`config.mk`:
```
export PLATFORM = sky130hd
export DESIGN_NAME = ps2_host_tx
export DESIGN_NICKNAME = d
export VERILOG_FILES = /design/src/rtl/ps2_host_tx.sv
export SDC_FILE = /design/constraint.sdc
export NUM_CORES = 1
export LEC_CHECK = 0
export ABC_CLOCK_PERIOD_IN_PS = 2100
export CAP_MARGIN = 10
export CELL_PAD_IN_SITES_DETAIL_PLACEMENT = 1
export CELL_PAD_IN_SITES_GLOBAL_PLACEMENT = 1
export CORE_UTILIZATION = 25
export DETAILED_ROUTE_END_ITERATION = 7
export PLACE_DENSITY_LB_ADDON = 0.1
export SLEW_MARGIN = 20
export SYNTH_ARGS = -nofsm -noshare
export SYNTH_HDL_FRONTEND = slang
export SYNTH_SLANG_ARGS = --single-unit
```
`constraint.sdc`:
```
create_clock -name clk -period 2.1 [get_ports clk]
set_input_delay 0.63 -clock clk [delete_from_list [all_inputs] [get_ports clk]]
set_output_delay 0.63 -clock clk [all_outputs]
set_load 0.005 [all_outputs]
```
`src/rtl/ps2_host_tx.sv`:
```
// ============================================================================
// Module   : ps2_host_tx
// Purpose  : PS/2 host-to-device transmitter. Sends one command byte per
//            request using the inhibit / request-to-send / device-clocked
//            frame, driving both PS/2 lines open-drain through output
//            enables, and reports ack or timeout per byte.
// Ports    : clk, resetn          - system clock, async active-low reset
//            tx_data/tx_valid/tx_ready - byte request handshake
//            ps2_clk_in/ps2_data_in   - raw (asynchronous) PS/2 lines
//            ps2_clk_oe/ps2_data_oe   - 1 = pull line low, 0 = release
//            busy, done, ack_ok, err  - status
// Revision : 1.0 - initial release
// ============================================================================
`default_nettype none

module ps2_host_tx #(
  parameter int INHIBIT_CYCLES = 5000,
  parameter int TIMEOUT_CYCLES = 1000000
) (
  input  logic       clk,
  input  logic       resetn,
  input  logic [7:0] tx_data,
  input  logic       tx_valid,
  output logic       tx_ready,
  input  logic       ps2_clk_in,
  input  logic       ps2_data_in,
  output logic       ps2_clk_oe,
  output logic       ps2_data_oe,
  output logic       busy,
  output logic       done,
  output logic       ack_ok,
  output logic       err
);

  localparam int INH_W = $clog2(INHIBIT_CYCLES + 1);
  localparam int TMO_W = $clog2(TIMEOUT_CYCLES + 1);
  localparam logic [INH_W-1:0] INH_LAST = INH_W'(INHIBIT_CYCLES - 1);
  localparam logic [TMO_W-1:0] TMO_LAST = TMO_W'(TIMEOUT_CYCLES - 1);

  typedef enum logic [2:0] {
    S_IDLE      = 3'd0,
    S_INHIBIT   = 3'd1,
    S_RTS       = 3'd2,
    S_XFER      = 3'd3,
    S_ACK       = 3'd4,
    S_WAIT_IDLE = 3'd5
  } state_t;

  state_t            state_q, state_d;
  logic              clk_s1_q, clk_sync_q, clk_prev_q;
  logic              data_s1_q, data_sync_q;
  logic              fall;
  logic [9:0]        frame_q, frame_d;
  logic [3:0]        bitcnt_q, bitcnt_d;
  logic [INH_W-1:0]  inh_q, inh_d;
  logic [TMO_W-1:0]  tmr_q, tmr_d;
  logic              drive_q, drive_d;     // 1 = data line pulled low
  logic              ack_reg_q, ack_reg_d;
  logic              ack_ok_q, ack_ok_d;
  logic              done_q, done_d;
  logic              err_q, err_d;
  logic              data_oe_w;

  // Two-flop synchronisers; the extra clock flop gives the falling edge.
  always_ff @(posedge clk or negedge resetn) begin
    if (!resetn) begin
      clk_s1_q    <= 1'b1;
      clk_sync_q  <= 1'b1;
      clk_prev_q  <= 1'b1;
      data_s1_q   <= 1'b1;
      data_sync_q <= 1'b1;
    end else begin
      clk_s1_q    <= ps2_clk_in;
      clk_sync_q  <= clk_s1_q;
      clk_prev_q  <= clk_sync_q;
      data_s1_q   <= ps2_data_in;
      data_sync_q <= data_s1_q;
    end
  end

  assign fall = clk_prev_q & ~clk_sync_q;

  always_ff @(posedge clk or negedge resetn) begin
    if (!resetn) begin
      state_q   <= S_IDLE;
      frame_q   <= '0;
      bitcnt_q  <= '0;
      inh_q     <= '0;
      tmr_q     <= '0;
      drive_q   <= 1'b0;
      ack_reg_q <= 1'b0;
      ack_ok_q  <= 1'b0;
      done_q    <= 1'b0;
      err_q     <= 1'b0;
    end else begin
      state_q   <= state_d;
      frame_q   <= frame_d;
      bitcnt_q  <= bitcnt_d;
      inh_q     <= inh_d;
      tmr_q     <= tmr_d;
      drive_q   <= drive_d;
      ack_reg_q <= ack_reg_d;
      ack_ok_q  <= ack_ok_d;
      done_q    <= done_d;
      err_q     <= err_d;
    end
  end

  always_comb begin
    state_d   = state_q;
    frame_d   = frame_q;
    bitcnt_d  = bitcnt_q;
    inh_d     = inh_q;
    tmr_d     = tmr_q;
    drive_d   = drive_q;
    ack_reg_d = ack_reg_q;
    ack_ok_d  = ack_ok_q;
    done_d    = 1'b0;
    err_d     = 1'b0;
    data_oe_w = 1'b0;

    case (state_q)
      S_IDLE: begin
        if (tx_valid) begin
          // Frame sent LSB first after the start bit: data, odd parity, stop.
          frame_d  = {1'b1, ~^tx_data, tx_data};
          bitcnt_d = '0;
          inh_d    = '0;
          state_d  = S_INHIBIT;
        end
      end
      S_INHIBIT: begin
        if (inh_q == INH_LAST) begin
          // Start bit goes out on the last inhibit cycle so data is already
          // low when the clock is released.
          data_oe_w = 1'b1;
          drive_d   = 1'b1;
          tmr_d     = '0;
          state_d   = S_RTS;
        end else begin
          inh_d = inh_q + 1'b1;
        end
      end
      S_RTS: begin
        data_oe_w = drive_q;
        if (fall) begin
          drive_d  = ~frame_q[0];
          frame_d  = {1'b1, frame_q[9:1]};
          bitcnt_d = 4'd1;
          state_d  = S_XFER;
        end
      end
      S_XFER: begin
        data_oe_w = drive_q;
        if (fall) begin
          if (bitcnt_q == 4'd10) begin
            ack_reg_d = ~data_sync_q;
            drive_d   = 1'b0;
            state_d   = S_ACK;
          end else begin
            drive_d  = ~frame_q[0];
            frame_d  = {1'b1, frame_q[9:1]};
            bitcnt_d = bitcnt_q + 1'b1;
          end
        end
      end
      S_ACK: begin
        state_d = S_WAIT_IDLE;
      end
      S_WAIT_IDLE: begin
        if (clk_sync_q && data_sync_q) begin
          done_d   = 1'b1;
          ack_ok_d = ack_reg_q;
          state_d  = S_IDLE;
        end
      end
      default: begin
        state_d = S_IDLE;
      end
    endcase

    // Timeout overrides everything once the clock has been released. The
    // compare is against TIMEOUT_CYCLES-1 so that err appears exactly
    // TIMEOUT_CYCLES cycles after release, with both lines let go.
    if (state_q == S_RTS || state_q == S_XFER ||
        state_q == S_ACK || state_q == S_WAIT_IDLE) begin
      tmr_d = tmr_q + 1'b1;
      if (tmr_q == TMO_LAST) begin
        state_d  = S_IDLE;
        err_d    = 1'b1;
        done_d   = 1'b0;
        drive_d  = 1'b0;
        ack_ok_d = ack_ok_q;
      end
    end
  end

  // Line enables decode straight from state so an async reset releases
  // both lines immediately.
  assign ps2_clk_oe  = (state_q == S_INHIBIT);
  assign ps2_data_oe = data_oe_w;
  assign tx_ready    = (state_q == S_IDLE);
  assign busy        = (state_q != S_IDLE);
  assign done        = done_q;
  assign ack_ok      = ack_ok_q;
  assign err         = err_q;

endmodule

`default_nettype wire

```
**After elaboration in Yosys (flattened, before gate mapping)**

Cells that the tools add are included.

- Register bits: 60
- Latch bits: 0
- RAM bits: 0
- Bits in read-only memories: 0
- Input port bits: 13
- Output and inout port bits: 7
- Word-level logic and storage cells: 96
- Memories kept: 0

- Add/sub/neg operators: 3
- Multiply operators: 0
- Divide/modulo/power cells: 0
- Order comparisons: 0
- Eq/ne operators: 14
- Shift-type cells: 0
- Mux-type cells: 44
- Bitwise operators: 4
- Reductions and logical operators: 16

Operators with widths:

| cell | number |
|---|---|
| $mux W20 | 3 |
| $mux W10 | 4 |
| $pmux W10 S3 | 1 |
| $mux W13 | 2 |
| $pmux W13 S2 | 1 |
| $mux W3 | 8 |
| $add A20 B1 Y20 const B | 1 |
| $eq A20 B20 Y1 const B | 1 |
| $pmux W3 S6 | 1 |
| $mux W1 | 17 |
| $mux W4 | 4 |
| $add A13 B1 Y13 const B | 1 |
| $eq A13 B13 Y1 const B | 1 |
| $ne A2 B2 Y1 const B | 6 |
| $pmux W4 S3 | 1 |
| $reduce_xnor A8 Y1 | 1 |
| $eq A3 B2 Y1 const B | 2 |
| $eq A3 B3 Y1 const B | 2 |
| $reduce_and A3 Y1 | 2 |
| $reduce_bool A2 Y1 | 3 |
| $reduce_bool A3 Y1 | 2 |
| $reduce_and A5 Y1 | 1 |
| $add A4 B1 Y4 const B | 1 |
| $eq A4 B4 Y1 const B | 1 |
| 10 further kinds | 14 |

**Longest topological paths before layout**

- Depth in word-level cells: 6
- Mapped depth: 7

**Least setup slack after synthesis**

No wires, ideal clock.

- Path kind: register -> output
- Start: reg inh_q[10]
- End: out ps2_data_oe
- Arrival: 1.649 ns
- Data required time: 1.470 ns
- Slack: -0.179 ns
- Cell stages (with the launch flop): 6
- Buffers on the path: 1
- Cells stage by stage: dfrtp_1 or4b_1 nor4_1 buf_2 nand2_1 o21ai_0

- Word-level cells in the longest chain between the ends: 3

Ends and longest elaborated chain:

| element | RTL line | RTL |
|---|---|---|
| from (decl) | 55 | `logic [INH_W-1:0] inh_q, inh_d;` |
| from (signal assigned) | 99 | `inh_q <= inh_d;` |
| $eq A13 B13 Y1 | 133 | `if (inh_q == INH_LAST) begin` |
| $mux W1 | 133 |  |
| $pmux W1 S2 | 122 | `case (state_q)` |
| to (decl) | 28 | `output logic ps2_data_oe,` |

No other way between the ends.

**Worst setup path after layout**

- Start: reg inh_q[11]
- End: out ps2_data_oe

The elaborated chain is that of the path after synthesis.

==> impl_results.md <==
- Outcome: finished with violations
- Violated checks: setup timing
- Max VDD drop: between 0.3 and 0.4 mV
- Required time of the worst setup path: around 1.5 ns
- Register bit total from synthesis: 60
- Routed length on met3: ~200 um
- Final-report setup violation count: 13
- Max Slew Vio Count: 0
- Remaining DRCs: 0
- Synthesis-to-finish area growth: 37.7%
- CTS Sinks: 60
- Layout Nets: ~400
- Initial antenna violation count: 0
- Max clock buf depth: 2
- List of most frequent post-synthesis cells: dfrtp_1, nand2_1, o21ai_0
- Worst Setup End Kind: output pin
- Skew final: just over 0.006 ns
- Int Power: around 0.0023 W
- Synth top area share: between 40% and 50%
- CP max stage delay: approximately 0.57 ns
- Drt via density: 4.75
- Gate Count Post-Synth: 315
- Post-synthesis net count: between 300 and 400
- Synth area leaders: dfrtp_1, mux2i_1, o21ai_0, nand2_1, dfstp_2
- IO Pins: 20
- Routed length per instance: between 15 and 20 um
- Final ANT Viol Nets: 0
- Gate power share: roughly an eighth
- Final hold vios: 0
- Power Density: roughly 700 nW/um^2
- Hold WS: between 0.3 and 0.4 ns
- Slowest stage cell, crit path: or4b_4
- Avg Cell Area, Syn: between 9 and 10 um^2
- Max Clk Rate: between 400 and 500 MHz
- First-pass GRT wire length: 14.2 mm
- Number of global-route vias before repair: 2807
- Final estimated routing congestion in global placement: a little over 0.7
- # port buffers: 19
- Worst Tran Pin Value: 0.763 ns
- Later-pin clock latency in the skew report: 0.33 ns
- Async SR Flop Fraction: between 90% and 100%
- Die X: ~110 um
- Number of flops mapped to enable cells by yosys: 0
- Row cnt: 40
- Sw Pwr: 0.000734 W
- Sequential area share after synthesis: 48.4%
- Reg2reg end: tmr_q[18]$_DFFE_PN0P_
- Critical Path Fanout Max: 2
- Crit start category: flop
- Largest net degree at the start of global routing: 61
- Sw Share: 24.5%
- Core ar.: 12100 um^2
- Max cap viols: 0
- Routed WL: 8.44 mm
- Tightest Hold Check Type: input pin to async pin
- Highest routed layer: met4
- Starting Density: between 20% and 30%
- Final period utilization: 112%
- Relative slew slack: about half
- Die height: 114 um
- CP Class: flop to output pin
- Clock Tree Root: clkbuf_16
- Core Util, Final: roughly 36%
- Footprint of the multi-input gates: ~1600 um^2
- H-tree level count: 3
- RSZ-0062 raised after global routing: yes
- CTS clk-pin slew, worst paths: around 0.05 ns
- Layout cells sized above 1: ~28%
- DIE AREA: ~13000 um^2
- Total number of vias: ~2700
- Fin crit period: around 2.3 ns
- Drt pass-1 iters: 4
- Synth unique cells: 57
- Total CTS buffers: 9
- Hold_buf cts: 0
- Number of DRC markers in iteration 0: 70
- Worst r2r path cells: 6
- M1 WL: between 3 and 4 mm
- Mapped Area: between 3000 and 4000 um^2
- Setup slack after layout: -0.244 ns
- Ys Warns: 0
- GRT Total Usage: between 10% and 20%
- Synth Flop Type: dfrtp_1
- Top cell type by total area after synthesis: dfrtp_1
- Part of the power in registers: between 40% and 50%
- Top-count cell post-synth: dfrtp_1
- Met2 routed WL: around 4 mm
- Flop2flop setup slack: -0.03 ns
- Gr ovfl total: 0
- Hpwl dp: slightly below 6 mm
- Cell leakage power: ~1.9 nW
- Clock network fraction of design power: between 40 and 50%
- Antenna fix cells: 0
- Register area: about 1500 um^2
- TritonCTS clock tree: yes
- WP data arrival: 1.71 ns
- RR Startpoint: inh_q[11]$_DFFE_PN0P_
- Critical-path cell list: or4b_4 > nor4_4 > nand2_1 > o21ai_1 > buf_2
- Fill count: roughly 1400
-- worst max path at each step --
stage / slack, ns / depth (start not counted) / startpoint / to
global placement: -0.35 / 5 / inh_q[10]$_DFFE_PN0P_ / ps2_data_oe
detailed placement: -0.35 / 5 / inh_q[10]$_DFFE_PN0P_ / ps2_data_oe
CTS: -0.39 / 5 / inh_q[4]$_DFFE_PN0P_ / ps2_data_oe
global route: -0.37 / 5 / inh_q[11]$_DFFE_PN0P_ / ps2_data_oe
floorplan: 0.004 / 5 / inh_q[10]$_DFFE_PN0P_ / ps2_data_oe
finish: -0.24 / 5 / inh_q[11]$_DFFE_PN0P_ / ps2_data_oe
-- final cells by class --
class | instances | area share, %
Clock buffer | 14 | 5.92
Tap cell | 168 | 4.90
Timing Repair Buffer | 73 | 14.8
Clock inverter | 2 | 0.233
Inverter | 10 | 0.875
Sequential cell | 60 | 35.1
Multi-Input combinational cell | 232 | 38.2
-- critical path, delay by kind of cell (launching register included) --
family	cells	cell delay, ns
and+or+nand+nor	3	0.83
DFF	1	0.37
buffers and inverters	1	0.12
AOI/OAI and AO/OA	1	0.07
-- through the flow --
stage	std cells	area [um^2]	total power [W]	setup WS [ns]	TNS, ns
finish	559	4290	0.00299	-0.244	-0.431
global route	559	4290	0.00313	-0.366	-1.42
CTS	560	4180	0.00306	-0.386	-1.21
detailed placement	536	3830	0.00168	-0.354	-4.63
global placement	536	3830	0.00167	-0.346	-3.67
floorplan	315	3130	0.00146	0.00378	0
-- cell families (layout without fill, tap and decap cells) --
kind of cell	after synthesis	count (layout)	share of synthesized area, %
and+or+nand+nor	124	124	22.0
buffers and inverters	23	99	3.49
AOI/OAI and AO/OA	69	69	13.6
DFF	60	60	48.4
adders and majority gates	4	4	1.61
xor gates and xnor gates	11	11	3.09
muxes	24	24	7.79
-- flip-flops by register name, indices dropped and copies added (netlist names), 3 cells and up --
signal,count
frame_q,10
tmr_q,20
inh_q,13
state_q,3
bitcnt_q,4
-- per-layer routing --
| metal | vias to the layer above | track usage [%] |
|---|---|---|
| met3 | 9 | 3.03 |
| met2 | 21 | 23.4 |
| met4 | 0 | 6.05 |
| met1 | 1321 | 18.2 |
| li1 | 1302 | - |
| met5 | - | 0 |
-- what timing repair did --
action / 4_1_cts / 5_1_grt
resized for setup: 28 / 39
endpoints found under the setup margin: 22 / 25
pin swaps: 5 / 15
buffers inserted: 8 / 1
hold endpoints to repair: 0 / 0
gates cloned: 0 / 1
-- power by group through the flow --
stage | Sequential (W) | Combinational, W | Clock [W]
2_1_floorplan | 0.00133 | 0.000139 | 0
3_3_place_gp | 0.00129 | 0.000371 | 0
3_5_place_dp | 0.00130 | 0.000378 | 0
4_1_cts | 0.00128 | 0.000385 | 0.00139
5_1_grt | 0.00129 | 0.000414 | 0.00143
6_report | 0.00128 | 0.000378 | 0.00134
-- cells in the final DEF (no fill, tap or decap), drive strengths merged, types with 2 or more instances in the layout --
master,n
a21oi,13
a221oi,2
a31oi,3
and3,5
buf,59
clkbuf,14
clkdlybuf4s50,14
clkinv,2
dfrtp,55
dfstp,5
ha,4
inv,10
mux2,2
mux2i,22
nand2,37
nand2b,7
nand3,16
nand3b,2
nand4,6
nand4b,2
nor2,9
nor3,4
nor4,8
nor4b,2
nor4bb,3
o211ai,2
o21a,2
o21ai,35
o31ai,5
or3,8
or4,5
or4b,2
xnor2,9
xor2,2
Power figures use the tool's default switching activity.
